--- config.mk ---
export PLATFORM = sky130hd
export DESIGN_NAME = ahb_arbiter
export DESIGN_NICKNAME = d
export VERILOG_FILES = /design/src/rtl/ahb_pkg.sv /design/src/rtl/ahb_arbiter_rr_pick.sv /design/src/rtl/ahb_arbiter.sv
export SDC_FILE = /design/constraint.sdc
export NUM_CORES = 1
export LEC_CHECK = 0
export BUFFER_PORTS_ARGS = -buffer_cell sky130_fd_sc_hd__buf_2
export CAP_MARGIN = 20
export CELL_PAD_IN_SITES_DETAIL_PLACEMENT = 0
export CELL_PAD_IN_SITES_GLOBAL_PLACEMENT = 1
export CORE_MARGIN = 2
export CORE_UTILIZATION = 36
export DETAILED_ROUTE_END_ITERATION = 16
export PLACE_DENSITY = 0.85
export SLEW_MARGIN = 5
export SYNTH_ARGS = -nofsm -noshare
export SYNTH_HDL_FRONTEND = slang
export SYNTH_SLANG_ARGS = --single-unit
export TNS_END_PERCENT = 50
--- constraint.sdc ---
create_clock -name clk -period 4.81 [get_ports clk]
set_clock_uncertainty 0.15 [all_clocks]
set_input_delay 0.7215 -clock clk [delete_from_list [all_inputs] [get_ports clk]]
set_output_delay 0.7215 -clock clk [all_outputs]
set_load 0.02 [all_outputs]
--- src/rtl/ahb_pkg.sv ---
// Shared AHB definitions: transfer-type and response encodings plus the
// manager-index width helper used by the arbiter.
package ahb_pkg;

    localparam logic [1:0] HTRANS_IDLE   = 2'b00;
    localparam logic [1:0] HTRANS_BUSY   = 2'b01;
    localparam logic [1:0] HTRANS_NONSEQ = 2'b10;
    localparam logic [1:0] HTRANS_SEQ    = 2'b11;

    localparam logic [1:0] HRESP_OKAY    = 2'b00;
    localparam logic [1:0] HRESP_ERROR   = 2'b01;
    localparam logic [1:0] HRESP_RETRY   = 2'b10;
    localparam logic [1:0] HRESP_SPLIT   = 2'b11;

    function automatic int idx_width(input int n);
        return (n > 1) ? $clog2(n) : 1;
    endfunction

endpackage

--- src/rtl/ahb_arbiter_rr_pick.sv ---
// Combinational round-robin picker: first requester after the current owner,
// wrapping modulo N, with the owner itself excluded.
module rr_pick
    import ahb_pkg::*;
#(
    parameter int N     = 2,
    parameter int IDX_W = 1
) (
    input  logic [N-1:0]     req_i,
    input  logic [N-1:0]     owner_i,
    output logic [N-1:0]     winner_o,
    output logic [IDX_W-1:0] win_idx_o,
    output logic             any_other_o
);

    logic [IDX_W-1:0] owner_idx_s;

    // One-hot owner to binary index.
    always_comb begin
        owner_idx_s = '0;
        for (int i = 0; i < N; i++) begin
            owner_idx_s = owner_idx_s | (owner_i[i] ? IDX_W'(i) : '0);
        end
    end

    // Scan owner+1 .. owner+N-1; the first requester found wins.
    always_comb begin
        int   sum_s;
        int   cand_s;
        logic take_s;
        sum_s       = 0;
        cand_s      = 0;
        take_s      = 1'b0;
        winner_o    = '0;
        win_idx_o   = '0;
        any_other_o = 1'b0;
        for (int k = 1; k < N; k++) begin
            sum_s            = int'(owner_idx_s) + k;
            cand_s           = (sum_s >= N) ? (sum_s - N) : sum_s;
            take_s           = req_i[cand_s] & ~any_other_o;
            winner_o[cand_s] = winner_o[cand_s] | take_s;
            win_idx_o        = take_s ? IDX_W'(cand_s) : win_idx_o;
            any_other_o      = any_other_o | take_s;
        end
    end

endmodule

--- src/rtl/ahb_arbiter.sv ---
// Round-robin AHB address-phase arbiter with burst/lock retention, a tenure
// limit, and one-cycle-delayed data-phase ownership tracking.
module ahb_arbiter
    import ahb_pkg::*;
#(
    parameter int N_MANAGERS = 2,
    parameter int MAX_HOLD   = 4,
    parameter int IDX_WIDTH  = idx_width(N_MANAGERS)
) (
    input  logic                      clk,
    input  logic                      rst,
    input  logic [2*N_MANAGERS-1:0]   m_HTRANS,
    input  logic [N_MANAGERS-1:0]     m_HMASTLOCK,
    input  logic                      hready,
    output logic [N_MANAGERS-1:0]     grant,
    output logic [IDX_WIDTH-1:0]      grant_idx,
    output logic [N_MANAGERS-1:0]     dphase_grant,
    output logic                      dphase_valid
);

    localparam int HOLD_W = $clog2(MAX_HOLD + 1);
    localparam logic [HOLD_W:0] MAX_HOLD_C = (HOLD_W + 1)'(MAX_HOLD);
    localparam logic [N_MANAGERS-1:0] GRANT_RST = {{(N_MANAGERS - 1){1'b0}}, 1'b1};

    logic [N_MANAGERS-1:0] grant_q,        grant_d;
    logic [IDX_WIDTH-1:0]  grant_idx_q,    grant_idx_d;
    logic [HOLD_W-1:0]     hold_cnt_q,     hold_cnt_d;
    logic [N_MANAGERS-1:0] dphase_grant_q, dphase_grant_d;
    logic                  dphase_valid_q, dphase_valid_d;

    logic [N_MANAGERS-1:0] req_s;
    logic [N_MANAGERS-1:0] win_s;
    logic [IDX_WIDTH-1:0]  win_idx_s;
    logic                  any_other_s;
    logic [1:0]            owner_trans_s;
    logic                  owner_lock_s;
    logic [HOLD_W:0]       cnt_n_s;

    // Request vector from each manager's HTRANS[1].
    always_comb begin
        req_s = '0;
        for (int i = 0; i < N_MANAGERS; i++) begin
            req_s[i] = m_HTRANS[2*i + 1];
        end
    end

    assign owner_trans_s = m_HTRANS[{grant_idx_q, 1'b0} +: 2];
    assign owner_lock_s  = m_HMASTLOCK[grant_idx_q];
    assign cnt_n_s       = {1'b0, hold_cnt_q} + (HOLD_W + 1)'(1);

    rr_pick #(
        .N     (N_MANAGERS),
        .IDX_W (IDX_WIDTH)
    ) u_rr_pick (
        .req_i       (req_s),
        .owner_i     (grant_q),
        .winner_o    (win_s),
        .win_idx_o   (win_idx_s),
        .any_other_o (any_other_s)
    );

    // Next state for an accepted (hready=1) edge; the register stage gates on hready.
    always_comb begin
        grant_d        = grant_q;
        grant_idx_d    = grant_idx_q;
        hold_cnt_d     = hold_cnt_q;
        dphase_grant_d = grant_q;
        dphase_valid_d = owner_trans_s[1];
        if (owner_lock_s) begin
            grant_d     = grant_q;
            grant_idx_d = grant_idx_q;
            hold_cnt_d  = hold_cnt_q;
        end else begin
            case (owner_trans_s)
                HTRANS_SEQ, HTRANS_BUSY: begin
                    grant_d     = grant_q;
                    grant_idx_d = grant_idx_q;
                    hold_cnt_d  = hold_cnt_q;
                end
                HTRANS_NONSEQ: begin
                    if ((cnt_n_s >= MAX_HOLD_C) && any_other_s) begin
                        grant_d     = win_s;
                        grant_idx_d = win_idx_s;
                        hold_cnt_d  = '0;
                    end else begin
                        grant_d     = grant_q;
                        grant_idx_d = grant_idx_q;
                        hold_cnt_d  = (cnt_n_s >= MAX_HOLD_C) ? MAX_HOLD_C[HOLD_W-1:0]
                                                              : cnt_n_s[HOLD_W-1:0];
                    end
                end
                HTRANS_IDLE: begin
                    hold_cnt_d = '0;
                    if (any_other_s) begin
                        grant_d     = win_s;
                        grant_idx_d = win_idx_s;
                    end else begin
                        grant_d     = grant_q;
                        grant_idx_d = grant_idx_q;
                    end
                end
                default: begin
                    grant_d     = grant_q;
                    grant_idx_d = grant_idx_q;
                    hold_cnt_d  = hold_cnt_q;
                end
            endcase
        end
    end

    // State registers; reset wins over a stalled bus.
    always_ff @(posedge clk) begin
        if (rst) begin
            grant_q        <= GRANT_RST;
            grant_idx_q    <= '0;
            hold_cnt_q     <= '0;
            dphase_grant_q <= '0;
            dphase_valid_q <= 1'b0;
        end else if (hready) begin
            grant_q        <= grant_d;
            grant_idx_q    <= grant_idx_d;
            hold_cnt_q     <= hold_cnt_d;
            dphase_grant_q <= dphase_grant_d;
            dphase_valid_q <= dphase_valid_d;
        end
    end

    assign grant        = grant_q;
    assign grant_idx    = grant_idx_q;
    assign dphase_grant = dphase_grant_q;
    assign dphase_valid = dphase_valid_q;

endmodule

==> flow_summary.yaml <==
yosys:
  synth_area_leader_cell: "dfxtp_1"
  yosysUniqueCellTypes: 26
  ys_top_cells_by_area: "dfxtp_1 34%, mux2i_1 8.5%, nor2_1 6.4%"
  synthesis.instances: 55
  syn_area_um2: 470.5
  synthFlopType: "dfxtp_1"
  synthArstFlopShare: 0
  synth_edf_count: 0
  yosysSeqAreaShare: 0.3404
  avgSynthCellArea_um2: 8.554
  ys.warnings.count: 0
  synth_nets: 65
  synth.top_cell.area_share: 0.3404
  ys_seq_elements: 8
place:
  dp_hpwl_um: 739.2
  gp_congestion: 0.7336
  dpl.cell_count: 80
  port_buffers: 14
die:
  rows: 13
  design.die.area_mm2: 0.001612
  die-height_um: 40.15
  die_w_um: 40.15
  io-pin-count: 15
  coreArea_mm2: 0.001252
  start_util: 0.3756
timing:
  setup_violations: 0
  final.min_clock_period_ns: 1.967
  slew_viol_final: 0
  finalHoldViolCount: 0
  worst_pin_slew_ns: 0.4513
  period_share: 0.4089
  tns_ns: 0
  rsz0062_at_grt: "no"
  relSlewSlack: 0.6987
  fmaxAchievable_ghz: 0.5084
min_path:
  holdPathStages: 2
  holdCritPathClass: "register to register"
  hold_start: "hold_cnt_q[1]"
power:
  p_total_w: 0.0001402
  power.density_mw_per_mm2: 251.3
  p_leak_nw: 0.2338
  peakVddDrop_v: 0.0001685
worst_setup_path:
  r2r_start: "grant[1]"
  crit_chain: "buf_2"
  cp-end-kind: "output port"
  critPathBufInv: 1
  cp.arrival_ns: 1.10
  crit_family: "flip-flops"
  path_class: "register to output port"
  critPathRequiredTime_ns: 3.94
  startpoint: "grant[1]"
  cp.depth: 1
  worstPathMaxFanout: 13
  slowest_delay_ns: 0.59
  crit_path_start_kind: "register"
  rr_worst_depth: 4
  cp_slowest_cell: "dfxtp_1"
cts:
  cts_buffers: 3
  root_buffer: "clkbuf_4"
  cts.sink_count: 8
  holdBufCountCts: 0
  clk_latency_ns: 0.25
  cts.htree.levels: 1
  cts_resized: 0
  clockBufferDepth: 2
  cts_tree: "yes"
  post_cts_buffers: 0
  path_clk_slew_ns: 0.05
routing:
  first_iter_violations: 8
  totalWireLength_um: 987
  viasPerCell: 5.470
  wl_per_cell_um: 11.89
  drc_errors: 0
  dr.pass1.iters: 4
  vias: 454
  ant_nets: 0
run_status:
  status: "finished clean"
finish:
  syn_to_final_growth_pct: 18.62
  mostFrequentLayoutCells: "14 x buf_2, 8 x nor2_1, 8 x dfxtp_1, 4 x mux2i_1, 4 x a21oi_1"
  final_common_cell: "buf_2"
  fin_cells: 83
  layout.nets: 80
  fin_util: 0.4456
  drive_gt1_frac: 0.3382
  n_antenna_cell: 0
run:
  cap_violations: 0
global_routing:
  grt_max_degree: 14
  overflow: 0
  grtUsageTotal: 0.1642
  grt_first_pass_wirelength_um: 1738
  grt_pass1_vias: 401
  antenna_found_initial: 0
## metrics by stage
stage	setup slack (ns)	cell area [um^2]	hold WS (ns)
finish	2.843	558.0	0.3341
global route	2.769	558.0	0.3586
CTS	2.837	558.0	0.3379
detailed placement	2.909	535.5	0.3303
global placement	2.918	535.5	0.3252
floorplan	3.031	470.5	0.3035
## cell usage after synthesis (all sizes together) (2+ instances only)
cell   n
nor2   8
mux2i  4
a31oi  3
buf    4
nand4  2
nor3   2
nand2  3
dfxtp  8
inv    2
a21oi  4
o21ai  3
## cell type report
cell class | count | area, um^2
clock buffer | 3 | 22.52
fill | 134 | 694.4
inverter | 2 | 7.507
multi-input combinational | 41 | 279.0
sequential | 8 | 160.2
tap | 15 | 18.77
timing repair buffer | 14 | 70.07
## report_power, final
group / internal, W / switching (W) / total (W)
combinational: 0.00000796 / 0.0000117 / 0.0000196
sequential: 0.0000683 / 0.00000151 / 0.0000698
clock: 0.0000285 / 0.0000223 / 0.0000508
## sequential cells by signal, summed over array words and instances (netlist names)
signal / count
hold_cnt_q: 3
dphase_grant: 2
grant: 2
dphase_valid: 1
## cells by family after synthesis
logic type      synth area share
compound gates            0.2341
fa+ha+maj                0.02659
buf+inv                  0.06647
flops                     0.3404
mux                      0.08511
simple gates              0.2474
## layer usage
| layer | track usage | routed length (um) | part of all wire | vias up |
|---|---|---|---|---|
| met5 | 0 | 0 | 0 | - |
| met1 | 0.2020 | 446 | 0.45 | 210 |
| li1 | - | - | - | 231 |
| met4 | 0.02586 | 0 | 0 | 0 |
| met2 | 0.2581 | 480 | 0.49 | 13 |
| met3 | 0.08333 | 60 | 0.061 | 0 |
## final timing paths
check	to	slack [ns]
hold reg to reg	hold_cnt_q[1]	0.33
hold / removal	hold_cnt_q[1]	0.33
setup reg to reg	hold_cnt_q[2]	3.06
setup / recovery	grant_idx	2.84
Note: power is estimated with default switching activity, not from simulation.
